## src/rtl/fp_pkg.sv

```systemverilog
// Shared single-precision float definitions for the Maxnet datapath (multiplier and divider).
package fp_pkg;

  localparam int unsigned EXP_WIDTH  = 8;
  localparam int unsigned FRAC_WIDTH = 23;
  localparam int unsigned BIAS       = 127;
  localparam int unsigned WORD_W     = 1 + EXP_WIDTH + FRAC_WIDTH;
  localparam int unsigned MANT_W     = FRAC_WIDTH + 1;
  localparam int unsigned ITER       = FRAC_WIDTH + 2;
  localparam int unsigned EXT_EXP_W  = EXP_WIDTH + 2;

  localparam logic [WORD_W-2:0] FP_INF_MAG = 31'h7F800000;

  typedef enum logic [1:0] {
    IDLE      = 2'd0,
    DIVIDE    = 2'd1,
    NORMALIZE = 2'd2,
    DONE      = 2'd3
  } div_state_t;

  // No denormals: a zero exponent field means the operand is zero.
  function automatic logic fp_is_zero(input logic [EXP_WIDTH-1:0] exp_field);
    return exp_field == '0;
  endfunction

endpackage

```

## src/rtl/mantissa_divider.sv

```systemverilog
// Restoring mantissa divider: one quotient bit per step, Q = floor(ma * 2^(ITER-1) / mb).
module mantissa_divider
  import fp_pkg::*;
(
  input  logic              clk,
  input  logic              rst,
  input  logic              i_init,
  input  logic              i_step,
  input  logic [MANT_W-1:0] i_ma,
  input  logic [MANT_W-1:0] i_mb,
  output logic [ITER-1:0]   o_quot,
  output logic              o_last_c
);

  localparam int unsigned CNT_W = $clog2(ITER + 1);

  logic [ITER-1:0]   r_rem;
  logic [MANT_W-1:0] r_mb;
  logic [ITER-1:0]   r_quot;
  logic [CNT_W-1:0]  r_count;

  logic              w_ge;
  logic [ITER-1:0]   w_diff;

  // Partial remainder stays below 2*mb, so ITER bits never overflow.
  assign w_ge   = r_rem >= {1'b0, r_mb};
  assign w_diff = w_ge ? (r_rem - {1'b0, r_mb}) : r_rem;

  always_ff @(posedge clk or posedge rst) begin
    if (rst) begin
      r_rem   <= '0;
      r_mb    <= '0;
      r_quot  <= '0;
      r_count <= '0;
    end else if (i_init) begin
      r_rem   <= {1'b0, i_ma};
      r_mb    <= i_mb;
      r_quot  <= '0;
      r_count <= '0;
    end else if (i_step) begin
      r_rem   <= {w_diff[ITER-2:0], 1'b0};
      r_quot  <= {r_quot[ITER-2:0], w_ge};
      r_count <= r_count + CNT_W'(1);
    end
  end

  assign o_quot   = r_quot;
  assign o_last_c = r_count == CNT_W'(ITER - 1);

endmodule

```

## src/rtl/ieee754_divider.sv

```systemverilog
// Multi-cycle single-precision divider with start/done handshake and fixed latency.
module ieee754_divider
  import fp_pkg::*;
(
  input  logic              clk,
  input  logic              rst,
  input  logic              start,
  input  logic [WORD_W-1:0] a,
  input  logic [WORD_W-1:0] b,
  output logic              busy,
  output logic              done,
  output logic [WORD_W-1:0] result,
  output logic              div_by_zero
);

  div_state_t          r_state;
  logic [WORD_W-1:0]   r_a;
  logic [WORD_W-1:0]   r_b;

  logic                w_init;
  logic                w_step;
  logic                w_last_c;
  logic [ITER-1:0]     w_quot;
  logic                w_sign;
  logic                w_a_zero;
  logic                w_b_zero;
  logic [EXT_EXP_W-1:0] w_ediff;
  logic [EXT_EXP_W-1:0] w_exp;
  logic [FRAC_WIDTH-1:0] w_frac;
  logic                w_ovf;
  logic                w_unf;
  logic [WORD_W-1:0]   w_res;

  assign w_init = (r_state == IDLE) && start;
  assign w_step = r_state == DIVIDE;

  mantissa_divider u_mant (
    .clk      (clk),
    .rst      (rst),
    .i_init   (w_init),
    .i_step   (w_step),
    .i_ma     ({1'b1, a[FRAC_WIDTH-1:0]}),
    .i_mb     ({1'b1, b[FRAC_WIDTH-1:0]}),
    .o_quot   (w_quot),
    .o_last_c (w_last_c)
  );

  assign w_sign   = r_a[WORD_W-1] ^ r_b[WORD_W-1];
  assign w_a_zero = fp_is_zero(r_a[WORD_W-2 -: EXP_WIDTH]);
  assign w_b_zero = fp_is_zero(r_b[WORD_W-2 -: EXP_WIDTH]);

  // Two's-complement exponent in EXT_EXP_W bits; bit 9 set means negative.
  assign w_ediff = EXT_EXP_W'(r_a[WORD_W-2 -: EXP_WIDTH])
                 - EXT_EXP_W'(r_b[WORD_W-2 -: EXP_WIDTH])
                 + EXT_EXP_W'(BIAS);
  assign w_exp   = w_quot[ITER-1] ? w_ediff : (w_ediff - EXT_EXP_W'(1));
  assign w_frac  = w_quot[ITER-1] ? w_quot[ITER-2:1] : w_quot[FRAC_WIDTH-1:0];
  assign w_ovf   = !w_exp[EXT_EXP_W-1] && (w_exp >= EXT_EXP_W'(255));
  assign w_unf   = w_exp[EXT_EXP_W-1] || (w_exp == '0);

  // Special-case priority: divide by zero, zero dividend, overflow, underflow.
  always_comb begin
    w_res = {w_sign, w_exp[EXP_WIDTH-1:0], w_frac};
    if (w_b_zero) begin
      w_res = {w_sign, FP_INF_MAG};
    end else if (w_a_zero) begin
      w_res = '0;
    end else if (w_ovf) begin
      w_res = {w_sign, FP_INF_MAG};
    end else if (w_unf) begin
      w_res = '0;
    end
  end

  always_ff @(posedge clk or posedge rst) begin
    if (rst) begin
      r_state     <= IDLE;
      r_a         <= '0;
      r_b         <= '0;
      busy        <= 1'b0;
      done        <= 1'b0;
      result      <= '0;
      div_by_zero <= 1'b0;
    end else begin
      case (r_state)
        IDLE: begin
          done <= 1'b0;
          if (start) begin
            r_a         <= a;
            r_b         <= b;
            busy        <= 1'b1;
            div_by_zero <= 1'b0;
            r_state     <= DIVIDE;
          end
        end
        DIVIDE: begin
          if (w_last_c) begin
            r_state <= NORMALIZE;
          end
        end
        NORMALIZE: begin
          result      <= w_res;
          div_by_zero <= w_b_zero;
          done        <= 1'b1;
          r_state     <= DONE;
        end
        DONE: begin
          done    <= 1'b0;
          busy    <= 1'b0;
          r_state <= IDLE;
        end
        default: begin
          r_state <= IDLE;
        end
      endcase
    end
  end

endmodule

```

## config.mk

```make
export PLATFORM = sky130hd
export DESIGN_NAME = ieee754_divider
export DESIGN_NICKNAME = d
export VERILOG_FILES = /design/src/rtl/fp_pkg.sv /design/src/rtl/mantissa_divider.sv /design/src/rtl/ieee754_divider.sv
export SDC_FILE = /design/constraint.sdc
export NUM_CORES = 1
export LEC_CHECK = 0
export ABC_AREA = 1
export BUFFER_PORTS_ARGS = -buffer_cell sky130_fd_sc_hd__buf_2
export CAP_MARGIN = 5
export CORE_MARGIN = 5
export CORE_UTILIZATION = 55
export CTS_BUF_LIST = sky130_fd_sc_hd__clkbuf_16
export DETAILED_ROUTE_END_ITERATION = 10
export PLACE_DENSITY = 0.85
export SETUP_SLACK_MARGIN = 0.3
export SYNTH_ARGS = -nofsm -noshare
export SYNTH_HDL_FRONTEND = slang
export SYNTH_SLANG_ARGS = --single-unit
```

## constraint.sdc

```tcl
create_clock -name clk -period 5.2 [get_ports clk]
set_clock_uncertainty 0.2 [all_clocks]
set_input_delay 1.04 -clock clk [delete_from_list [all_inputs] [get_ports clk]]
set_output_delay 1.04 -clock clk [all_outputs]
set_load 0.1 [all_outputs]
```

==> metrics.txt <==
status=finished clean; worst reg2reg setup slack=1680 ps; Critical Path End Type=flip-flop; critical path's slowest cell=fa_1; largest net degree at the start of global routing=91; DP Cell Count=1370; grt ovf=0; Reg2Reg Depth=22; overall global routing resource usage=23.7%; initial drt markers=688; Required @ worst endpoint=5360 ps; r2r endpoint=result[16]; Syn Nets=1220; Die H=134 um; Worst-Skew Late Latency=430 ps; vias=7634; non-filler cells, final=1402; crit path to=result[16]; vias in the first global route=7531; nets=1311; #FFs+latches synth=134; period utilization=67.6%; syn avg cell area=7.58 um2; Syn Inst Count=1110; RSZ-0062 raised after global routing=no; Synth Flop Type=dfrtp_1; Final Hold Fails=0; final setup fails=0; actual slew at the worst max-slew pin=860 ps; DR pass1 iterations=5; Post-Syn Area=8410 um2; Synth Warn #=0; share of layout cells above drive strength 1=18.1%; most common cell in the netlist=nand2_1; crit path cell chain=inv_1, ha_1, inv_1, fa_1, inv_1, ha_1, nand3b_1, nand2_2, nor2_2, inv_1, nor2_1, nand2_1, nor2_2, nand2_1, nand2_2, inv_1, nand2_1, nor2_1, nand2_1, and2_4, nand3_2, nand2_1; DRC Markers=0; TritonCTS buffer count=17; DR vias/cell=5.45; Min-Delay Path Class=reg -> reg; final wirelength=20500 um; kind of critical path=reg -> reg; Site Rows=45; fmax=284 MHz; clk buf depth=2; crit path launch type=flip-flop; CTS tree=yes; CP Data Arrival Time=3670 ps; setup TNS=0 ps; I/O Pins=102; crit path from=r_a[23]; Starting Density=55.8%; Worst-path clk slew=60 ps; clk sinks=134; Setup Buffers After CTS=0; post-placement setup slack=1770 ps; initial antenna violation count=1; Max-Cap Viols=0; fin area=9680 um2; EDFF count, synth=0; CP max FO=23; Synth area leaders=dfrtp_1, nand2_1, ha_1, inv_1, o21ai_0; Syn-to-layout area delta=15.0%; hold buffers post-CTS=0; H-tree levels=4; die area=17900 um2; die width=134 um; DR WL/cell=14.6 um; crit path setup slack, layout=1680 ps; count of pins over their slew limit=0; crit-path max cell delay=430 ps; post-layout min period=3520 ps; Yosys cell types=52; first-pass GRT wire length=34800 um; core area=15100 um2; CTS resizes=0; Antenna Cells=0; Yosys top cell area share=39.9%; Placed Instance Area=9040 um2; GPL Wtd Cong=0.869; register area share after synthesis=39.9%; root buffer cell=clkbuf_16; Worst R2R Start=r_a[23]; commonest cells in the synthesized netlist=nand2_1, dfrtp_1, inv_1, o21ai_0, nor2_1; asr flop ratio synth=100%; # port buffers=101; Routed Antenna Nets=0; hpwl dp=14300 um; area leader, netlist=dfrtp_1; Rel. slew slack=42.6%
==> how the worst min path moves through the flow <==
stage | startpoint | endpoint | cells past startpoint
finish | u_mant.r_count[4] | u_mant.r_count[4] | 1
global route | u_mant.r_count[4] | u_mant.r_count[4] | 1
CTS | u_mant.r_count[4] | u_mant.r_count[4] | 1
detailed placement | u_mant.r_count[4] | u_mant.r_count[4] | 1
global placement | u_mant.r_mb[23] | u_mant.r_mb[23] | 2
floorplan | u_mant.r_mb[23] | u_mant.r_mb[23] | 2
==> sequential cells by signal, indices dropped and copies added, names as in the netlist <==
register / flops
r_state: 2
div_by_zero: 1
result: 32
u_mant.r_mb: 1
u_mant.o_quot: 25
done: 1
busy: 1
r_a: 9
r_b: 32
u_mant.r_rem: 25
u_mant.r_count: 5
==> cell usage in the layout (no fill, tap or decap), drive strengths merged, types with 12 or more instances in the layout <==
cell type    n
o22ai       27
clkbuf      17
nand3       74
buf        111
o211ai      12
inv        144
a211oi      18
a21oi       38
nand2      345
nor2        87
dfrtp      134
o21ai       88
ha          41
==> metal layers <==
metal / share of wire [%] / track usage (%)
met1: 45 / 30.2
met2: 49 / 40.1
met3: 4.3 / 4.91
met4: 2.2 / 8.57
met5: 0.034 / 0
==> cells by family (layout without fill, tap and decap cells) <==
family                     after synthesis  in the layout  synth area share [%]
AOI/OAI and AO/OA                      206            206                  14.7
adders and majority gates               43             43                  6.57
and+or+nand+nor                        530            530                  28.4
buffers and inverters                  178            282                  8.52
xor gates and xnor gates                19             19                  1.98
DFF                                    134            134                  39.9
==> worst max-delay path, delay by kind of cell (launching register included) <==
kind,cells,cell delay (ps)
flops,1,350
fa+ha+maj,3,820
simple gates,14,1620
buf+inv,5,460
==> metrics by stage <==
stage / utilization [%] / hold WS (ps)
after floorplan: - / 226
after CTS: 64.1 / 261
after detailed placement: 59.9 / 253
after global routing: 64.1 / 279
final: 64.1 / 265
after global placement: 59.9 / 240
==> final cells by class <==
class | count | area, um2
clock buffers | 17 | 425
clock inverters | 15 | 216
fillers | 1303 | 5410
inverters | 139 | 524
multi-input cells | 798 | 4340
flip-flops and latches | 134 | 3350
well taps | 188 | 235
repair buffers | 111 | 581
Power is not shown: default switching activity piles up to over one toggle a cycle in this logic, so the estimate is an artifact.
